--- config.mk ---
export PLATFORM = sky130hd
export DESIGN_NAME = cdb_wb_arbiter
export DESIGN_NICKNAME = d
export VERILOG_FILES = /design/src/rtl/cdb_pkg.sv /design/src/rtl/cdb_reg.sv /design/src/rtl/rr_arbiter.sv /design/src/rtl/cdb_wb_arbiter.sv
export SDC_FILE = /design/constraint.sdc
export NUM_CORES = 1
export LEC_CHECK = 0
export ABC_CLOCK_PERIOD_IN_PS = 3960
export CORE_MARGIN = 2
export CORE_UTILIZATION = 37
export CTS_CLUSTER_DIAMETER = 200
export DETAILED_ROUTE_END_ITERATION = 10
export PLACE_DENSITY = 0.86
export SLEW_MARGIN = 30
export SYNTH_ARGS = -nofsm -noshare
export SYNTH_HDL_FRONTEND = slang
export SYNTH_HIERARCHICAL = 1
export SYNTH_SLANG_ARGS = --single-unit
--- constraint.sdc ---
create_clock -name clk -period 3.96 [get_ports clk]
set_clock_uncertainty 0.2 [all_clocks]
set_input_delay 1.188 -clock clk [delete_from_list [all_inputs] [get_ports clk]]
set_output_delay 1.188 -clock clk [all_outputs]
set_load 0.03 [all_outputs]
--- src/rtl/cdb_pkg.sv ---
`default_nettype none
// ============================================================================
// Module  : cdb_pkg
// Purpose : Shared definitions for the common-data-bus writeback path.
//           Default widths, the broadcast bundle seen by consumers, and the
//           round-robin pointer advance helper.
// Ports   : none (package)
// Revision: 1.0 - initial release
// ============================================================================
package cdb_pkg;

  localparam int CDB_NUM_REQ = 4;
  localparam int CDB_DATA_W  = 16;
  localparam int CDB_TAG_W   = 3;
  localparam int CDB_IDX_W   = $clog2(CDB_NUM_REQ);

  // Broadcast as seen by the register file / reservation stations.
  typedef struct packed {
    logic                  valid;
    logic [CDB_TAG_W-1:0]  tag;
    logic [CDB_DATA_W-1:0] data;
    logic [CDB_IDX_W-1:0]  src;
  } cdb_bus_t;

  // Next round-robin start position after granting idx; wraps at n, so
  // non-power-of-two requester counts never reach an unused index.
  function automatic int rr_next(input int idx, input int n);
    return (idx + 1 >= n) ? 0 : idx + 1;
  endfunction

endpackage
`default_nettype wire

--- src/rtl/cdb_reg.sv ---
`default_nettype none
// ============================================================================
// Module  : cdb_reg
// Purpose : Generic load-enable register with asynchronous active-low clear.
// Ports   : clk   in  1      rising-edge clock
//           rst_n in  1      asynchronous active-low reset (clears q)
//           en    in  1      load enable
//           d     in  WIDTH  data in
//           q     out WIDTH  registered data
// Revision: 1.0 - initial release
// ============================================================================
module cdb_reg #(
  parameter int WIDTH = 8
) (
  input  logic             clk,
  input  logic             rst_n,
  input  logic             en,
  input  logic [WIDTH-1:0] d,
  output logic [WIDTH-1:0] q
);

  always_ff @(posedge clk or negedge rst_n) begin
    if (!rst_n) begin
      q <= '0;
    end else if (en) begin
      q <= d;
    end
  end

endmodule
`default_nettype wire

--- src/rtl/rr_arbiter.sv ---
`default_nettype none
// ============================================================================
// Module  : rr_arbiter
// Purpose : Combinational round-robin arbiter. Scans requests starting at
//           ptr and wrapping modulo N; the first active request wins.
// Ports   : req    in  N      request vector
//           ptr    in  IDX_W  highest-priority index this cycle
//           enable in  1      when low, no grant is issued
//           gnt    out N      one-hot grant (all-zero when nothing granted)
//           idx    out IDX_W  encoded index of the granted request
// Revision: 1.0 - initial release
// ============================================================================
module rr_arbiter #(
  parameter int N     = 4,
  parameter int IDX_W = $clog2(N)
) (
  input  logic [N-1:0]     req,
  input  logic [IDX_W-1:0] ptr,
  input  logic             enable,
  output logic [N-1:0]     gnt,
  output logic [IDX_W-1:0] idx
);

  logic             w_found;
  logic [IDX_W-1:0] w_pos;

  always_comb begin
    gnt     = '0;
    idx     = '0;
    w_found = 1'b0;
    w_pos   = '0;
    if (enable) begin
      for (int k = 0; k < N; k++) begin
        w_pos = IDX_W'((int'(ptr) + k) % N);
        if (!w_found && req[w_pos]) begin
          gnt[w_pos] = 1'b1;
          idx        = w_pos;
          w_found    = 1'b1;
        end
      end
    end
  end

endmodule
`default_nettype wire

--- src/rtl/cdb_wb_arbiter.sv ---
`default_nettype none
// ============================================================================
// Module  : cdb_wb_arbiter
// Purpose : Shares the common-data-bus writeback path between NUM_REQ
//           functional units. Round-robin grant each cycle, then a one-cycle
//           registered broadcast of the winner's tag, data and index.
// Ports   : clk       in  1               rising-edge clock
//           rst_n     in  1               asynchronous active-low reset
//           req_valid in  NUM_REQ         per-requester writeback request
//           req_tag   in  NUM_REQ*TAG_W   packed tags, [i*TAG_W +: TAG_W]
//           req_data  in  NUM_REQ*DATA_W  packed data, [i*DATA_W +: DATA_W]
//           req_ready out NUM_REQ         one-hot grant
//           hold      in  1               downstream stall, blocks grants
//           flush     in  1               pipeline squash, blocks grants
//           cdb_valid out 1               broadcast valid (one-cycle pulse)
//           cdb_tag   out TAG_W           broadcast tag
//           cdb_data  out DATA_W          broadcast data
//           cdb_src   out IDX_W           index of the broadcasting requester
// Revision: 1.0 - initial release
// ============================================================================
module cdb_wb_arbiter
  import cdb_pkg::*;
#(
  parameter  int NUM_REQ = CDB_NUM_REQ,
  parameter  int DATA_W  = CDB_DATA_W,
  parameter  int TAG_W   = CDB_TAG_W,
  localparam int IDX_W   = $clog2(NUM_REQ)
) (
  input  logic                      clk,
  input  logic                      rst_n,
  input  logic [NUM_REQ-1:0]        req_valid,
  input  logic [NUM_REQ*TAG_W-1:0]  req_tag,
  input  logic [NUM_REQ*DATA_W-1:0] req_data,
  output logic [NUM_REQ-1:0]        req_ready,
  input  logic                      hold,
  input  logic                      flush,
  output logic                      cdb_valid,
  output logic [TAG_W-1:0]          cdb_tag,
  output logic [DATA_W-1:0]         cdb_data,
  output logic [IDX_W-1:0]          cdb_src
);

  localparam int C_PAYLOAD_W = TAG_W + DATA_W + IDX_W;

  logic [IDX_W-1:0]       r_rr_ptr;
  logic [NUM_REQ-1:0]     w_gnt;
  logic [IDX_W-1:0]       w_idx;
  logic                   w_any;
  logic                   w_enable;
  logic [TAG_W-1:0]       w_sel_tag;
  logic [DATA_W-1:0]      w_sel_data;
  logic [C_PAYLOAD_W-1:0] w_payload_q;

  // rst_n gates the grant so no requester sees ready during reset.
  assign w_enable = rst_n & ~hold & ~flush;

  rr_arbiter #(
    .N     (NUM_REQ),
    .IDX_W (IDX_W)
  ) u_rr_arbiter (
    .req    (req_valid),
    .ptr    (r_rr_ptr),
    .enable (w_enable),
    .gnt    (w_gnt),
    .idx    (w_idx)
  );

  assign w_any     = |w_gnt;
  assign req_ready = w_gnt;

  // One-hot mux of the granted requester's payload.
  always_comb begin
    w_sel_tag  = '0;
    w_sel_data = '0;
    for (int i = 0; i < NUM_REQ; i++) begin
      if (w_gnt[i]) begin
        w_sel_tag  = req_tag[i*TAG_W +: TAG_W];
        w_sel_data = req_data[i*DATA_W +: DATA_W];
      end
    end
  end

  always_ff @(posedge clk or negedge rst_n) begin
    if (!rst_n) begin
      r_rr_ptr <= '0;
    end else if (w_any) begin
      r_rr_ptr <= IDX_W'(rr_next(int'(w_idx), NUM_REQ));
    end
  end

  always_ff @(posedge clk or negedge rst_n) begin
    if (!rst_n) begin
      cdb_valid <= 1'b0;
    end else begin
      cdb_valid <= w_any;
    end
  end

  // Payload only loads on a grant; between broadcasts it keeps the last value.
  cdb_reg #(
    .WIDTH (C_PAYLOAD_W)
  ) u_payload_reg (
    .clk   (clk),
    .rst_n (rst_n),
    .en    (w_any),
    .d     ({w_sel_tag, w_sel_data, w_idx}),
    .q     (w_payload_q)
  );

  assign {cdb_tag, cdb_data, cdb_src} = w_payload_q;

endmodule
`default_nettype wire

After elaboration in Yosys (flattened, before gate mapping) --
Index checks and enable logic that the tools add are counted. W data, S select, Z words.
Word-level totals: flip-flop bits (word level) 24, word-level logic and storage cells 78, bits of input ports 84, output and inout bits 26
Cells by class: reductions and logical operators 11, add/sub/neg operators 4, multiplexer cells 44, bitwise operators 7, $lt $le $gt $ge 9
Operator list (number):
- $mux W16 | 4
- $mux W4 | 8
- $mux W1 | 14
- $lt A2 B3 Y1 const B | 4
- $mux W2 | 6
- $mux W3 | 4
- $or A4 B4 Y4 | 3
- $bmux W1 S2 | 4
- $demux W1 S2 | 4
- $ge A2 B1 Y1 const B | 4
- $logic_and A1 B1 Y1 | 7
- $add A2 B2 Y2 const B | 2
- $reduce_or A4 Y1 | 1
- $add A2 B1 Y3 const B | 1
- $ge A3 B3 Y1 const B | 1
- $logic_not A1 Y1 | 3
- $add A2 B1 Y2 const B | 1
- $and A1 B1 Y1 | 2
- $not A1 Y1 | 2

Longest topological paths before layout --
Gate-level depths: netlist (run 1).
depth in word-level cells 20, mapped depth 15, mapped depth without buffers 10

Cells and area by module --
Netlist (run 1), hierarchy kept.
Modules (own cells, without submodules):
- cdb_reg | seq. area each 525.5 um^2, area each 859.6 um^2, instances 1, cells each 44
- cdb_wb_arbiter | seq. area each 75.1 um^2, area each 705.7 um^2, instances 1, cells each 80
- rr_arbiter | seq. area each 0.0 um^2, area each 694.4 um^2, instances 1, cells each 85

Worst setup path before layout (run 1) --
OpenSTA, ideal clock, no wires.
kind input-to-output, start point input port req_valid[0], end point output port req_ready[3], stages 5, data required time 2.572 ns, path buffers 1, path slack -0.451 ns, arrival time 3.023 ns, path through buf_4 -> or3b_4 -> a2111oi_4 -> nor2_2 -> o22ai_1
Between the ends: longest elaborated chain between the ends 16, elaborated cells between the ends (all ways) 31, classes of those cells mux: 22; bitwise: 3; reduce/logical: 6
RTL lines:
- start, declared | RTL line cdb_wb_arbiter.sv:31 | input logic [NUM_REQ-1:0] req_valid,
- $bmux W1 S2 | RTL line rr_arbiter.sv:35 | if (!w_found && req[w_pos]) begin
- $mux W1 (implied by the code) | RTL line rr_arbiter.sv:35
- $mux W1 | RTL line rr_arbiter.sv:35
- $mux W1 | RTL line rr_arbiter.sv:32 | if (enable) begin
- $logic_not A1 Y1 | RTL line rr_arbiter.sv:35
- $logic_and A1 B1 Y1 | RTL line rr_arbiter.sv:35
- $mux W1 | RTL line rr_arbiter.sv:35
- $mux W1 | RTL line rr_arbiter.sv:32
- $logic_not A1 Y1 | RTL line rr_arbiter.sv:35
- $logic_and A1 B1 Y1 | RTL line rr_arbiter.sv:35
- $mux W1 | RTL line rr_arbiter.sv:35
- $mux W1 | RTL line rr_arbiter.sv:32
- $logic_not A1 Y1 | RTL line rr_arbiter.sv:35
- $logic_and A1 B1 Y1 | RTL line rr_arbiter.sv:35
- $mux W4 (*) | RTL line rr_arbiter.sv:35
- $mux W4 (*) | RTL line rr_arbiter.sv:32
- end, declared | RTL line cdb_wb_arbiter.sv:34 | output logic [NUM_REQ-1:0] req_ready,
Every way passes the cells marked *; elsewhere a longest branch is shown, timed or not. The select of a mux whose other input is x is not followed.

Worst setup path in the final report (run 1) --
start point input port req_valid[3], end point output port req_ready[3]
Same word-level chain as after synthesis.

==> results.cfg, run 1 <==
[timing]
worstMarginPinSlew_ps = 432
setup_violations = 0
fmax_ghz = 0.253
fin_tns_setup_ps = 0
period_needed_ps = 3950
slew_violations = 0
period_share = 0.996
hold_violations = 0
relSlewSlack = 0.712
rsz0062_at_grt = true

[worst_setup_path]
worstReg2RegStart = r_rr_ptr[0]$_DFFE_PN0P_
path_delay_family = compound AO/OA/AOI/OAI gates
endpoint_kind = primary output
start_kind = primary input
setup.worst_path.start = req_valid[3]
arrival_ps = 2560
slowest_delay_ps = 540
path_depth = 6
worst_ep_required_time_ps = 2570
path_cells = buf_8, mux4_2, a31o_1, a221oi_2, o22ai_2, buf_6
reg2regPathDepth = 11
cp_num_buf_inv = 2
path_class = primary input to primary output
slowest_stage = mux4_2
cp_max_fo = 4

[power_and_ir_drop]
p_clk_frac = 0.105
power_switching_uw = 850
vdd_drop_max_uv = 299
p_comb_frac = 0.696
p_total_uw = 2040
power.density_mw_per_mm2 = 549
internal_power_uw = 1190
swShare = 0.417
p_leak_uw = 0.00149
p_seq_frac = 0.199

[die]
initial_core_util = 0.382
coreArea_sq_mm = 0.00592
rows = 28
io_pins = 110
chipHeight_um = 82.2
die_w_um = 82.2
die-area_sq_mm = 0.00675

[clock_network]
path_clk_slew_ps = 90
cts.hold.buffers_added = 0
cts_tree = done
clk_path_buf_depth = 2
htree_levels = 1
clock-root-buffer = clkbuf_8
cts_buffers = 3
clock-sinks = 24
clkLatencyLatePin_ps = 260

[global_route]
grt_pass1_wl_mm = 10.4
use_met2 = 0.353
busiest_layer = met2
track_usage = 0.199
grt-ovfl-total = 0
use_met1 = 0.247
grt_pass1_vias = 2261
antenna_found_initial = 1
met3_usage = 0.0402
grt_max_degree = 25

[place]
hpwl_mm = 5.21
io_buffers = 109
routabilityCongestion = 0.826

[final_layout]
diodes = 0
area.growth.synth_to_final_pct = 64.3
drive_gt1_frac = 0.323
utilization = 0.627
fillers = 488
nets = 428
seqCellArea_sq_um = 601
multiInputGateArea_sq_mm = 0.00155

[synthesis]
ys_ff_latch = 24
synth_edf_count = 0
syn_area_sq_mm = 0.00226
synth.yosys.seq_area_share = 0.266
synthCells = 209
synth_nets = 302
synth_cell_types = 42
syn_avg_cell_area_sq_um = 10.8
yosysWarnings = 6
synth_top_flop_cell = dfrtp_1
synth_async_sr_flop_share = 1.00

[detailed_routing]
drc = 0
routed_wirelength_mm = 6.95
avgRoutedWirePerCell_um = 17.0
vias = 2223
ant_nets = 0
viasPerCell = 5.44
first_iter_violations = 92
drt_pass1_iterations = 6

[flow_run]
cap_viol_max_count = 0

[hold_path]
hp-class = flop to flop
hp-start = u_payload_reg/q[8]$_DFFE_PN0P_
hold_depth = 1

[outcome]
status = complete, no violations
==> flip-flops by register name, summed over array words and instances (netlist names) <==
register         flops
u_payload_reg/q     21
r_rr_ptr             2
cdb_valid            1
==> layer usage <==
metal	vias to the layer above	routed length [um]
met5	-	16
met4	2	61
met3	8	380
met2	86	3690
met1	1060	2800
li1	1067	-
==> Yosys cell counts (2+ instances only) <==
cell type / number / area share
a21oi_1: 11 / 0.024
a22oi_1: 19 / 0.063
inv_1: 4 / 0.0066
mux2_2: 4 / 0.020
a221oi_1: 5 / 0.019
o21ai_0: 5 / 0.011
a21oi_2: 10 / 0.039
o22ai_2: 10 / 0.055
o22ai_1: 16 / 0.044
dfrtp_1: 24 / 0.27
inv_2: 2 / 0.0033
nand3b_1: 2 / 0.0066
nand2b_1: 5 / 0.014
buf_2: 6 / 0.013
nor3b_1: 2 / 0.0066
ha_1: 9 / 0.050
mux2i_1: 6 / 0.027
buf_4: 4 / 0.013
a31o_1: 4 / 0.016
nor2_2: 2 / 0.0055
buf_6: 6 / 0.030
mux2_4: 22 / 0.15
a2111oi_4: 2 / 0.024
nand2_1: 11 / 0.018
==> worst paths after layout <==
kind,end,slack (ps)
worst min register to register,u_payload_reg/q[8]$_DFFE_PN0P_,320
worst min-delay path,u_payload_reg/q[8]$_DFFE_PN0P_,320
worst max-delay path,req_ready[3],10
worst max register to register,u_payload_reg/q[19]$_DFFE_PN0P_,700
max in group asynchronous,u_payload_reg/q[10]$_DFFE_PN0P_,2510
min in group asynchronous,r_rr_ptr[1]$_DFFE_PN0P_,820
==> power by group through the flow <==
stage / Sequential [uW] / Clock (uW) / Combinational [uW]
4_1_cts: 405 / 222 / 1390
5_1_grt: 415 / 230 / 1510
2_1_floorplan: 592 / 0 / 701
6_report: 405 / 215 / 1420
3_5_place_dp: 407 / 0 / 1350
3_3_place_gp: 407 / 0 / 1320
==> layout by cell type (no fill, tap or decap), types with 5 or more instances in the layout <==
cell / instances
clkdlybuf4s50_1: 100
buf_4: 26
dfrtp_1: 24
mux2_4: 22
a22oi_1: 19
o22ai_2: 14
o22ai_1: 12
a21oi_1: 11
nand2_1: 11
a21oi_2: 10
ha_1: 9
buf_6: 8
nand2b_1: 5
mux2i_1: 5
o21ai_0: 5
==> layout make-up <==
class | count | area share
timing repair buffer | 140 | 0.371
inverter | 6 | 0.00607
multi-input combinational | 160 | 0.416
sequential | 24 | 0.162
tap | 75 | 0.0253
clock inverter | 1 | 0.00809
clock buffer | 3 | 0.0111
==> cells by family (layout without fill, tap and decap cells) <==
logic type,count (synthesis),in the layout,synth area share
buf+inv,25,150,0.0831
simple gates,30,30,0.0808
compound gates,87,87,0.313
mux,34,34,0.208
fa+ha+maj,9,9,0.0498
flops,24,24,0.266
==> worst register-to-register path: stages, from the launching register on <==
cell      delay [ps]
dfrtp_1          410
buf_4            220
mux4_2           590
a31o_1           230
a221oi_2         190
o22ai_2          120
buf_4            250
nor2b_1          230
buf_12           190
a22oi_1           80
a221oi_1         300
mux2_4           190
==> timing repair <==
item / 4_1_cts / 5_1_grt
gates resized for setup: 27 / 13
setup buffers: 2 / 1
hold endpoints to repair: 0 / 0
gates cloned: 1 / 0
setup endpoints to repair: 25 / 4
pin swaps: 2 / 3
==> per-stage QoR <==
stage / setup WS, ps / hold WS (ps) / instances / area [sq um]
floorplan: -107 / 377 / 209 / 2280
global placement: -389 / 294 / 401 / 3530
detailed placement: -487 / 296 / 401 / 3530
CTS: 0.484 / 322 / 408 / 3660
global route: -39.0 / 331 / 409 / 3710
finish: 14.3 / 320 / 409 / 3710
No activity file was read; power rests on OpenSTA's default activity.
==> inputs of run 2 (changes only) <==
CORE_MARGIN = not set   (was 2)
GPL_TIMING_DRIVEN = 0   (was not set)
==> run 2 against run 1 <==
The run now ends with negative setup slack left. Non-clock buffer count stayed put. First-iteration DRC count is 100% higher. Clock power is 34% lower. Critical path depth is 1 higher. Largest power group unchanged. Register-to-register slack worse by 420 ps. Hold slack worse by 11 ps.
==> results.cfg, run 2 (synthesis gave the netlist of run 1 again) <==
[outcome]
status = complete, but fails checks
violations = negative setup slack

[timing]
rsz0062_at_grt = true
relSlewSlack = 0.689
fin_hold_ws_ps = 309
fin_tns_setup_ps = -449
period_needed_ps = 4100
fmax_ghz = 0.244
hold_violations = 0
worstMarginPinSlew_ps = 464
slew_violations = 0
period_share = 1.03
setup_violations = 4
layout_setup_ws_ps = -138

[detailed_routing]
drc = 0
routed_wirelength_mm = 6.93
first_iter_violations = 188
ant_nets = 0
drt_pass1_iterations = 4
viasPerCell = 5.53
avgRoutedWirePerCell_um = 17.0
vias = 2258

[worst_setup_path]
endpoint_kind = primary output
slowest_stage = mux4_2
rr_endpoint = u_payload_reg/q[16]$_DFFE_PN0P_
path_cells = buf_6, buf_6, mux4_2, a31o_1, a221oi_4, o22ai_4, buf_6
cp_max_fo = 4
start_kind = primary input
worstReg2RegStart = r_rr_ptr[0]$_DFFE_PN0P_
regToRegSetupSlack_ps = 280
worst_ep_required_time_ps = 2570
reg2regPathDepth = 15
critPathMostFrequentCell = buf_6
slowest_delay_ps = 540
path_class = primary input to primary output
arrival_ps = 2710

[hold_path]
hp-start = u_payload_reg/q[16]$_DFFE_PN0P_
min_to = u_payload_reg/q[16]$_DFFE_PN0P_
hold_depth = 1
hp-class = flop to flop

[die]
die_w_um = 80.2
die-area_sq_mm = 0.00642
chipHeight_um = 80.2
io_pins = 110
rows = 28
initial_core_util = 0.382
coreArea_sq_mm = 0.00592

[place]
io_buffers = 107
routabilityCongestion = 0.902
hpwl_mm = 5.01
preCtsSetupSlack_ps = -1300
placed_area_sq_mm = 0.00344

[global_route]
antenna_found_initial = 0
grt_pass1_wl_mm = 10.8
grt_pass1_vias = 2315
track_usage = 0.216
grt_max_degree = 26
grt-ovfl-total = 0

[final_layout]
fillers = 487
reg.largest.list = u_payload_reg/q: 21 flops, r_rr_ptr: 2 flops, cdb_valid: 1 flops
drive_gt1_frac = 0.336
seqCellArea_sq_um = 603
final_area_sq_mm = 0.00373
largest_reg_flops = 21
diodes = 0
multiInputGateArea_sq_mm = 0.00160
final_common_cell = clkdlybuf4s50_1
regMostFlops = u_payload_reg/q
nets = 428
area.growth.synth_to_final_pct = 65.0
layout_common_cells = clkdlybuf4s50_1 (100), dfrtp_1 (22), mux2_4 (22)

[clock_network]
path_clk_slew_ps = 80
clkLatencyLatePin_ps = 260
cts_buffers = 3
htree_levels = 1
clock-root-buffer = clkbuf_8
clk_path_buf_depth = 2
cts_tree = done
clock-sinks = 24
cts.hold.buffers_added = 0

[flow_run]
cap_viol_max_count = 0

[power_and_ir_drop]
vdd_drop_max_uv = 369
p_leak_uw = 0.00146
power.density_mw_per_mm2 = 544
run 2: cell count changes in the layout (fill, tap and decap cells not counted), moves of 2 or more:
cell      previous run  this run
clkbuf_4             0         3
nor2_2               2         0
buf_6                8        13
buf_12               3         1
a221oi_2             4         2
a221oi_4             0         2
dfrtp_2              0         2
buf_4               26        20
dfrtp_1             24        22
inv_1                4         2
o22ai_4              0         4
nor2_4               0         2
o22ai_2             14        10
run 2: where the power goes:
group          internal, uW  switching [uW]
logic                   724             754
clock network          67.9            72.8
registers               347            61.5
run 2: worst max-delay path: cells and delay by family:
kind            cells  cell delay [ps]
compound gates      3              630
mux                 1              540
buf+inv             3              350
run 2: how the worst max path moves through the flow:
stage | from | end | slack (ps) | cells past startpoint
after floorplan | req_valid[0] | req_ready[3] | -110 | 5
after global placement | rst_n | req_ready[3] | -1950 | 6
after detailed placement | req_valid[1] | req_ready[3] | -1300 | 7
after CTS | req_valid[3] | req_ready[3] | -100 | 7
after global routing | req_valid[3] | req_ready[3] | -170 | 7
final | req_valid[3] | req_ready[3] | -140 | 7
run 2: area by class of cell:
type | instances | area share
plain buffers | 19 | 0.0480
repair buffers | 121 | 0.318
multi-input cells | 160 | 0.430
well taps | 75 | 0.0252
inverters | 6 | 0.00671
flip-flops and latches | 24 | 0.162
clock buffers | 3 | 0.0111
run 2: repair_timing:
action                                 CTS  global route
setup endpoints to repair               25            22
pin swaps                                9             6
resized for setup                       55            11
buffers inserted                        10             4
endpoints found under the hold margin    0             0
run 2: through the flow:
step                 util  cells  total power (uW)
floorplan               -    209              1290
global placement    0.583    391              1690
detailed placement  0.582    391              1720
CTS                 0.617    404              1960
global route        0.630    408              2150
finish              0.630    408              2030
run 2: per-layer routing:
metal  wire [um]  GRT usage  vias to the layer above
li1            -          -                     1062
met5           0          0                        -
met2        3630      0.374                       89
met4          94     0.0768                        0
met3         375     0.0398                       10
met1        2830      0.266                     1097
==> inputs of run 3 (changes only) <==
SLEW_MARGIN = 10   (was 30)
TNS_END_PERCENT = 100   (was not set)
==> run 3 against run 2 <==
Core utilization decreased by 0.42 points. Count of clock-buffer cells in the layout did not move. Critical path depth is the same. Register-to-register slack worse by 80 ps. Non-clock buffer count stayed put. Global-route usage hardly changed. Highest routed layer unchanged. Combinational power about the same. Total power decreased by 0.98%. Sequential power about the same. Critical path type unchanged. Worst setup slack better by 23 ps. The run still ends with negative setup slack left. Clock power barely moved.
==> results.cfg, run 3 (synthesis gave the netlist of run 1 again) <==
[final_layout]
final_area_sq_mm = 0.00370
drive_gt1_frac = 0.330
final_common_cell = clkdlybuf4s50_1
diodes = 0
nets = 428
regMostFlops = u_payload_reg/q
area.growth.synth_to_final_pct = 63.9
layout_common_cells = clkdlybuf4s50_1 (100), dfrtp_1 (22), mux2_4 (22)
largest_reg_flops = 21
reg.largest.list = u_payload_reg/q: 21 flops, r_rr_ptr: 2 flops, cdb_valid: 1 flops
fillers = 481

[clock_network]
clock-sinks = 24
cts_buffers = 3
cts.hold.buffers_added = 0
clock-root-buffer = clkbuf_8
clkLatencyLatePin_ps = 250
path_clk_slew_ps = 80
clk_path_buf_depth = 2
cts_tree = done
htree_levels = 1

[timing]
period_needed_ps = 4080
hold_violations = 0
slew_violations = 0
rsz0062_at_grt = true
setup_violations = 4
relSlewSlack = 0.696
fmax_ghz = 0.245
worstMarginPinSlew_ps = 454
layout_setup_ws_ps = -115
period_share = 1.03

[worst_setup_path]
slowest_delay_ps = 540
endpoint_kind = primary output
arrival_ps = 2690
slowest_stage = mux4_2
path_cells = buf_6, buf_6, mux4_2, a31o_1, a221oi_2, o22ai_4, buf_6
start_kind = primary input
path_class = primary input to primary output
path_delay_family = compound AO/OA/AOI/OAI gates
cp_num_buf_inv = 3
critPathMostFrequentCell = buf_6
worst_ep_required_time_ps = 2570
cp_max_fo = 4

[power_and_ir_drop]
p_clk_frac = 0.070
power_switching_uw = 889
swShare = 0.443
p_leak_uw = 0.00146
internal_power_uw = 1120
p_comb_frac = 0.726
vdd_drop_max_uv = 392
p_total_uw = 2010
p_seq_frac = 0.204
power.density_mw_per_mm2 = 542

[detailed_routing]
routed_wirelength_mm = 7.09
drt_pass1_iterations = 4
ant_nets = 0
drc = 0
avgRoutedWirePerCell_um = 17.4
viasPerCell = 5.65
first_iter_violations = 146
vias = 2305

[global_route]
grt-ovfl-total = 0
track_usage = 0.216
grt_pass1_wl_mm = 10.7
grt_max_degree = 26
grt_pass1_vias = 2280
antenna_found_initial = 0

[hold_path]
hp-class = flop to flop

[place]
routabilityCongestion = 0.902
hpwl_mm = 5.05
placed_area_sq_mm = 0.00345
preCtsSetupSlack_ps = -2000
io_buffers = 107

[die]
chipHeight_um = 80.2
die-area_sq_mm = 0.00642
rows = 28
initial_core_util = 0.382
coreArea_sq_mm = 0.00592
die_w_um = 80.2
io_pins = 110

[outcome]
status = complete, but fails checks
violations = negative setup slack

[flow_run]
cap_viol_max_count = 0
-- run 3: cell counts in the layout (fill, tap and decap cells not counted) --
Identical to the previous run, type by type.
-- run 3: layer usage --
metal  GRT usage  part of all wire
met5           0                 0
met4      0.0500             0.023
met3      0.0443             0.064
met2       0.384              0.51
met1       0.265              0.40
-- run 3: area by class of cell --
type                    instances  area (sq um)  share of cell area
plain buffers                  19           176              0.0476
clock buffers                   3          41.3              0.0111
inverters                       6          25.0             0.00676
multi-input cells             160          1590               0.428
flip-flops and latches         24           603               0.163
well taps                      75          93.8              0.0253
repair buffers                121          1180               0.318
-- run 3: path summary, 6_finish.rpt --
| check | startpoint | end | slack (ps) | depth (start not counted) |
|---|---|---|---|---|
| min | u_payload_reg/q[16]$_DFFE_PN0P_ | u_payload_reg/q[16]$_DFFE_PN0P_ | 310 | 1 |
| max in group asynchronous | rst_n | r_rr_ptr[0]$_DFFE_PN0P_ | 2670 | 1 |
| max | req_valid[3] | req_ready[2] | -120 | 7 |
| min reg2reg | u_payload_reg/q[16]$_DFFE_PN0P_ | u_payload_reg/q[16]$_DFFE_PN0P_ | 310 | 1 |
| max reg2reg | r_rr_ptr[0]$_DFFE_PN0P_ | u_payload_reg/q[18]$_DFFE_PN0P_ | 200 | 14 |
| min in group asynchronous | rst_n | u_payload_reg/q[16]$_DFFE_PN0P_ | 620 | 1 |
-- run 3: stage by stage --
stage               TNS [ps]  utilization  hold slack (ps)  std cells
floorplan               -181            -              377        209
global placement      -29390        0.583              292        391
detailed placement    -30940        0.583              291        391
CTS                     -370        0.619              315        406
global route            -606        0.626              319        408
finish                  -447        0.626              311        408
-- run 3: power by group through the flow --
stage	sequential [uW]	clock (uW)	combinational [uW]
floorplan	592	0	701
global placement	418	0	1270
detailed placement	420	0	1300
CTS	409	146	1410
global route	420	156	1540
finish	408	141	1460
-- run 3: repair_timing --
item / CTS / global route
pin swaps: 9 / 6
resized for setup: 59 / 6
setup endpoints to repair: 28 / 25
hold endpoints to repair: 0 / 0
setup buffers: 12 / 2
